==> src/rtl/blowfish_feistel_core.sv <==
// Blowfish-style Feistel round controller with an external F-function.
// The block holds the L/R halves and sequences ROUNDS rounds of
// key-mix / F-call / swap, then the output whitening, over a handshake.
//
// Ports:
//   Clk, RstN             clock, asynchronous active-low reset
//   in_valid/in_ready     input block handshake; din = {L, R}, decrypt latched on accept
//   skey_ready            subkey array P is valid (gates in_ready)
//   P                     ROUNDS+2 subkeys, P[k] at bits [k*HALF_W +: HALF_W]
//   abort                 synchronous cancel of the block in flight
//   out_valid/out_ready   result handshake; dout = {L, R}, held stable while out_valid
//   X, ffunc_enable       registered F operand and one-cycle request pulse
//   Y, ffunc_ready        F result and its valid strobe (any latency >= 0)
module blowfish_feistel_core #(
  parameter int unsigned HALF_W = 64,
  parameter int unsigned ROUNDS = 16
) (
  input  logic                         Clk,
  input  logic                         RstN,
  input  logic                         in_valid,
  output logic                         in_ready,
  input  logic [2*HALF_W-1:0]          din,
  input  logic                         decrypt,
  input  logic                         skey_ready,
  input  logic [(ROUNDS+2)*HALF_W-1:0] P,
  input  logic                         abort,
  output logic                         out_valid,
  input  logic                         out_ready,
  output logic [2*HALF_W-1:0]          dout,
  output logic [HALF_W-1:0]            X,
  output logic                         ffunc_enable,
  input  logic [HALF_W-1:0]            Y,
  input  logic                         ffunc_ready
);

  localparam int unsigned RndW = (ROUNDS > 2) ? $clog2(ROUNDS) : 1;
  localparam int unsigned KeyW = $clog2(ROUNDS + 2);

  typedef enum logic [2:0] {StIdle, StKeymix, StFwait, StFinal, StDone} state_e;

  state_e              state_q;
  logic [HALF_W-1:0]   l_q, r_q, x_q;
  logic [RndW-1:0]     rnd_q;
  logic                dec_q;
  logic [2*HALF_W-1:0] dout_q;
  logic                out_valid_q, fen_q;

  // Subkey selection: decryption walks the P array backwards.
  logic [KeyW-1:0]   km_idx;
  int unsigned       km_base;
  logic [HALF_W-1:0] km_key, fin_r_key, fin_l_key, l_mixed;

  always_comb begin
    km_idx    = dec_q ? (KeyW'(ROUNDS + 1) - KeyW'(rnd_q)) : KeyW'(rnd_q);
    km_base   = 32'(km_idx) * HALF_W;
    km_key    = P[km_base +: HALF_W];
    fin_r_key = dec_q ? P[HALF_W +: HALF_W] : P[ROUNDS*HALF_W +: HALF_W];
    fin_l_key = dec_q ? P[0 +: HALF_W]      : P[(ROUNDS+1)*HALF_W +: HALF_W];
    l_mixed   = l_q ^ km_key;
  end

  assign in_ready     = (state_q == StIdle) && skey_ready;
  assign out_valid    = out_valid_q;
  assign dout         = dout_q;
  assign X            = x_q;
  assign ffunc_enable = fen_q;

  always_ff @(posedge Clk or negedge RstN) begin
    if (!RstN) begin
      state_q     <= StIdle;
      l_q         <= '0;
      r_q         <= '0;
      x_q         <= '0;
      rnd_q       <= '0;
      dec_q       <= 1'b0;
      dout_q      <= '0;
      out_valid_q <= 1'b0;
      fen_q       <= 1'b0;
    end else begin
      // The request is a single-cycle pulse; only KEYMIX raises it.
      fen_q <= 1'b0;
      if (abort && (state_q != StIdle)) begin
        state_q     <= StIdle;
        out_valid_q <= 1'b0;
      end else begin
        case (state_q)
          StIdle: begin
            if (in_valid && skey_ready) begin
              l_q     <= din[2*HALF_W-1:HALF_W];
              r_q     <= din[HALF_W-1:0];
              rnd_q   <= '0;
              dec_q   <= decrypt;
              state_q <= StKeymix;
            end
          end
          StKeymix: begin
            l_q     <= l_mixed;
            x_q     <= l_mixed;
            fen_q   <= 1'b1;
            state_q <= StFwait;
          end
          StFwait: begin
            if (ffunc_ready) begin
              if (rnd_q == RndW'(ROUNDS - 1)) begin
                // Last round leaves the halves unswapped.
                r_q     <= r_q ^ Y;
                state_q <= StFinal;
              end else begin
                l_q     <= r_q ^ Y;
                r_q     <= l_q;
                rnd_q   <= rnd_q + 1'b1;
                state_q <= StKeymix;
              end
            end
          end
          StFinal: begin
            l_q         <= l_q ^ fin_l_key;
            r_q         <= r_q ^ fin_r_key;
            dout_q      <= {l_q ^ fin_l_key, r_q ^ fin_r_key};
            out_valid_q <= 1'b1;
            state_q     <= StDone;
          end
          StDone: begin
            if (out_ready) begin
              out_valid_q <= 1'b0;
              state_q     <= StIdle;
            end
          end
          default: state_q <= StIdle;
        endcase
      end
    end
  end

endmodule

==> config.mk <==
export PLATFORM = sky130hd
export DESIGN_NAME = blowfish_feistel_core
export DESIGN_NICKNAME = d
export VERILOG_FILES = /design/src/rtl/blowfish_feistel_core.sv
export SDC_FILE = /design/constraint.sdc
export NUM_CORES = 2
export LEC_CHECK = 0
export ABC_AREA = 1
export BUFFER_PORTS_ARGS = -buffer_cell sky130_fd_sc_hd__buf_2
export CAP_MARGIN = 20
export CORE_AREA = 2 2 608 610
export CTS_CLUSTER_SIZE = 20
export DETAILED_ROUTE_END_ITERATION = 10
export DIE_AREA = 0 0 610 612
export PLACE_DENSITY = 0.3
export SYNTH_ARGS = -nofsm -noshare
export SYNTH_HDL_FRONTEND = slang
export SYNTH_SLANG_ARGS = --single-unit
export TNS_END_PERCENT = 50
==> constraint.sdc <==
create_clock -name Clk -period 2.4 [get_ports Clk]
set_input_delay 0.48 -clock Clk [delete_from_list [all_inputs] [get_ports Clk]]
set_output_delay 0.48 -clock Clk [all_outputs]
set_load 0.1 [all_outputs]
## Word level (Yosys, flattened, before mapping)

Cells that the tools add are included.

- Output and inout bits: 195
- Bits of input ports: 1,352
- Word-level logic and storage cells: 71
- Register bits: 330

- Bitwise operators: 5
- Add/sub/neg operators: 2
- Equality and inequality tests: 11
- Reduce and logical (&&, ||, !) cells: 17
- Muxes and demuxes: 26
- Shift operators: 1

Operator list:

| cell | count |
|---|---|
| $shiftx A1152 B12 Y64 | 1 |
| $mux W64 | 8 |
| $pmux W64 S4 | 1 |
| $xor A64 B64 Y64 | 4 |
| $pmux W64 S3 | 1 |
| $pmux W3 S5 | 1 |
| $mux W3 | 4 |
| $mux W4 | 3 |
| $reduce_and A5 Y1 | 2 |
| $reduce_bool A3 Y1 | 3 |
| $pmux W4 S2 | 1 |
| $eq A3 B2 Y1 const B | 2 |
| $ne A3 B3 Y1 const B | 2 |
| $reduce_and A2 Y1 | 3 |
| $reduce_and A3 Y1 | 2 |
| $mux W5 | 1 |
| $sub A5 B4 Y5 const A | 1 |
| $add A4 B1 Y4 const B | 1 |
| $eq A4 B4 Y1 const B | 1 |
| $mux W1 | 4 |
| $ne A2 B2 Y1 const B | 2 |
| $reduce_and A4 Y1 | 1 |
| $reduce_bool A4 Y1 | 1 |
| $eq A3 B1 Y1 const B | 1 |
| other kinds (9) | 11 |

## Depth between registers and ports, before layout

- Depth in word-level cells: 5
- Gate-level depth with buffers: 19
- Gate-level depth less buffers: 14

## Worst setup path after synthesis

No wires, ideal clock.

- Kind: register -> register
- Start point: reg state_q[0]
- End point: reg dec_q
- Setup time: 0.137 ns
- Required time: 2.263 ns
- Path buffers: 0
- Stages on the path, launching flop included: 6
- Slack: -1.155 ns
- Period minus slack after synthesis: 3.555 ns
- Data arrival time: 3.419 ns
- Cell sequence: dfrtp_1 -> or2_1 -> nor3b_1 -> nand2_1 -> nor2_1 -> a21oi_1

- Longest elaborated chain between the ends: 4
- Elaborated cells on any way between the ends: 5

RTL lines:

| element | RTL line | text |
|---|---|---|
| start, declared | 41 | `state_e state_q;` |
| start signal, assigned | 70 | `state_q <= StIdle;` |
| start signal, assigned | 83 | `state_q <= StIdle;` |
| start signal, assigned | 93 | `state_q <= StKeymix;` |
| $reduce_bool A3 Y1 | 82 | `if (abort && (state_q != StIdle)) begin` |
| $logic_and A1 B1 Y1 | 82 |  |
| $not A1 Y1 (no source line) | - |  |
| $reduce_and A3 Y1 (no source line) * | - |  |
| end signal, assigned | 92 | `dec_q <= decrypt;` |
| end, declared | 44 | `logic dec_q;` |

Every way passes the cells marked *; elsewhere a longest branch is shown, timed or not.
A chain may end at the register's enable or synchronous reset.

## Worst setup path after layout

- Start point: reg dec_q
- End point: reg l_q[16]

- Longest elaborated chain between the ends: 4
- Elaborated cells on any way between the ends: 6

RTL lines:

| element | RTL line | text |
|---|---|---|
| $mux W5 | 54 | `km_idx = dec_q ? (KeyW'(ROUNDS + 1) - KeyW'(rnd_q)) : KeyW'(rnd_q);` |
| $shiftx A1152 B12 Y64 | 56 | `km_key = P[km_base +: HALF_W];` |
| $xor A64 B64 Y64 | 59 | `l_mixed = l_q ^ km_key;` |
| $pmux W64 S4 * | 86 | `case (state_q)` |
| end signal, assigned | 89 | `l_q <= din[2*HALF_W-1:HALF_W];` |
| end signal, assigned | 97 | `l_q <= l_mixed;` |
| end signal, assigned | 109 | `l_q <= r_q ^ Y;` |
| end, declared | 42 | `logic [HALF_W-1:0] l_q, r_q, x_q;` |

Marked as above.

==> results.py <==
metrics = {
    "route": {
        "drcViolationCount": 0,
        "dr.pass1.iters": 7,
        "wl_met1_um": 176000,
        "drt_iter0_markers": 4740,
        "top_layer_used": "met5",
        "route.met3.wl_um": 26500,
        "antenna_left": 0,
        "wl_per_cell_um": 32.5,
        "vias_per_cell": 4.10,
        "wl_met2_um": 189000,
        "drt_wl_total_um": 405000,
        "dr_total_vias": 51200,
    },
    "floorplanning": {
        "die_area_um2": 373000,
        "core_area_um2": 367000,
        "start_util": 0.0887,
        "core.rowCount": 223,
        "num_io_pins": 1547,
        "die_x_um": 610,
        "die_h_um": 612,
    },
    "clocking": {
        "numCtsBuffers": 57,
        "cts-root-buf": "clkbuf_16",
        "tritoncts": "built",
        "clk-insertion-delay-late_ns": 0.72,
        "ctsLongestPathBuffers": 3,
        "clk_pin_slew_worst_paths_ns": 0.06,
        "cts.sinks": 330,
        "cts_max_level": 2,
    },
    "yosys": {
        "synthFlopType": "dfrtp_1",
        "yosys.cell_count.top_type": "nand2_1",
        "syn_area_um2": 32600,
        "synthesis.nets": 6908,
        "synth-simple-area-share": 0.472,
        "netlist.top_cell.by_area": "dfrtp_1",
        "synth_top_family_by_area": "simple AND/OR/NAND/NOR gates",
        "synth_area_leaders": "dfrtp_1 25%, nand3_1 24%, nand2_1 22%, o21ai_0 6.2%, inv_1 3.8%",
        "syn_inst": 5553,
        "yosys_warnings": 0,
        "synth_xor_area_frac": 0.0519,
        "synth_compound_gate_area_share": 0.115,
        "synth_cell_type_count": 33,
        "synth-seq-cells": 330,
        "synth_fa_ha_area_frac": 0.00115,
        "synth_mux_area_frac": 0.000346,
        "ys_top_cells_by_count": "1873 x nand2_1, 1540 x nand3_1, 406 x o21ai_0",
        "synth.top_cell.area_share": 0.254,
        "seq_area_frac_synth": 0.254,
        "synth_area_per_cell_um2": 5.86,
        "synth-edff-count": 0,
        "async_flop_share": 1.00,
    },
    "placed_design": {
        "place_inst": 12100,
        "gp_congestion": 0.907,
        "place_hpwl_um": 324000,
        "port_buffers": 1546,
        "pre_cts_slack_ns": -0.936,
    },
    "timing": {
        "fin_crit_sh": 1.11,
        "min_period_ns": 2.66,
        "worst_pin_slew_ns": 0.766,
        "grt_setup_unrepaired": "yes",
        "hold_viol_final": 0,
        "skew_ns": 0.0388,
        "relSlewSlack": 0.493,
        "setup_ws_ns": -0.255,
        "tns_ns": -17.35,
        "finalSetupViolCount": 138,
        "final_max_slew_viol_count": 0,
        "max_freq_mhz": 377,
        "holdWs_ns": 0.0948,
    },
    "min_path": {
        "hold_path.class": "primary input to flop",
        "hold_start": "din[58]",
    },
    "power": {
        "power_leakage_nw": 29.4,
        "p_clk_frac": 0.085,
        "power_density_nw_per_um2": 1760,
        "peakVddDrop_mv": 0.891,
        "internal-power_mw": 42.8,
        "p_seq_frac": 0.099,
        "switching_share": 0.605,
        "combinationalPowerShare": 0.817,
        "p_switching_mw": 65.5,
    },
    "global_route": {
        "grt_pass1_wl_um": 498000,
        "grt_overflow": 0,
        "antenna_found_initial": 208,
        "grt_pass1_vias": 49000,
        "grt_usage": 0.201,
        "grt_max_degree": 79,
    },
    "status": {
        "violations": "negative setup slack",
        "status": "complete, but fails checks",
    },
    "final_layout": {
        "utilization": 0.167,
        "area_growth_pct": 88.6,
        "fin_nets": 8879,
        "instances_no_fill": 12500,
        "drive_gt1_frac": 0.414,
    },
    "worst_setup_path": {
        "crit_arrival_ns": 3.26,
        "start_kind": "flop",
        "crit_path_end_kind": "flop",
        "path_max_fanout": 14,
        "critPathLaunch": "dec_q$_DFFE_PN0P_",
        "worstPathRequired_ns": 3.00,
        "crit_type": "flop to flop",
        "r2r_start": "dec_q$_DFFE_PN0P_",
    },
    "job": {
        "maxCapViolCount": 0,
    },
}
layer usage:
metal  GRT usage  vias up
met5           0        -
met3      0.0370      591
met2       0.340     2502
met1       0.260    25400
li1            -    22600
met4      0.0512       82
sequential cells by signal (all words and copies together) (netlist names):
name          flops
rnd_q             4
X                64
ffunc_enable      1
l_q              64
state_q           3
dec_q             1
dout            128
out_valid         1
r_q              64
cells in the final DEF (no fill, tap or decap), drive strengths merged, types with 2 or more instances in the layout:
cell / n
buf: 2336
nand2: 1879
nand3: 1541
o21ai: 515
inv: 339
dfrtp: 330
nor2: 143
xor2: 129
o221ai: 127
clkbuf: 124
xnor2: 64
diode: 63
clkinv: 13
bufinv: 6
a21oi: 5
nor3: 3
ha: 3
o31ai: 2
dlygate4sd3: 2
logic make-up (layout without fill, tap and decap cells):
logic type / count (synthesis) / count (layout)
AO/OA/AOI/OAI: 651 / 651
XOR/XNOR: 193 / 193
adder cells (fa/ha/maj): 3 / 3
buffers and inverters: 808 / 2822
flip-flops: 330 / 330
multiplexers: 1 / 1
other: 0 / 63
AND/OR/NAND/NOR: 3567 / 3569
through the flow:
step	instance area [µm²]	power [mW]
final	61400	108
after global placement	51900	84.6
after detailed placement	51900	84.3
after floorplan	32600	48.8
after global routing	61300	114
after CTS	56400	99.2
power groups by stage:
stage	logic, mW	registers, mW	clock network (mW)
global placement	74.0	10.6	0
detailed placement	73.7	10.7	0
finish	88.4	10.7	9.16
global route	93.3	11.0	9.58
CTS	79.2	10.6	9.43
floorplan	27.7	21.1	0
critical path: stages, from the launching register on:
cell	delay, ns
dfrtp_4	0.56
inv_6	0.11
nand2_8	0.13
nand2_8	0.13
buf_12	0.11
buf_6	0.16
nand2_1	0.07
nand3_1	0.25
buf_4	0.24
nand3_2	0.11
nand3_4	0.19
nand2_2	0.07
nand2_1	0.07
nand3_2	0.09
nand3_2	0.08
nand2_2	0.05
nand2_2	0.04
nand2_1	0.04
area by class of cell:
cell class,instances,area [µm²]
Fill cell,42500,306000
Clock buffer,86,1680
Antenna cell,63,158
Sequential cell,330,8270
Timing Repair Buffer,2377,18700
Multi-Input combinational cell,4417,25000
Clock inverter,18,250
Tap cell,4837,6050
Inverter,341,1350
path summary, 6_finish.rpt:
path | end | slack, ns | cells after the start
max | l_q[16]$_DFFE_PN0P_ | -0.26 | 17
min | r_q[58]$_DFFE_PN0P_ | 0.09 | 5
max reg2reg | l_q[16]$_DFFE_PN0P_ | -0.26 | 17
min reg2reg | dout[119]$_DFFE_PN0P_ | 0.48 | 2
max in group asynchronous | dout[60]$_DFFE_PN0P_ | 1.10 | 3
min in group asynchronous | dout[90]$_DFFE_PN0P_ | 0.31 | 2
repair_timing:
item / CTS / global route
buffers inserted: 50 / 74
gates cloned: 17 / 42
hold buffers: 2 / 0
resized for setup: 318 / 736
pin swaps: 31 / 138
endpoints found under the hold margin: 18 / 0
setup endpoints to repair: 204 / 221
Note: power is estimated with default switching activity, not from simulation.
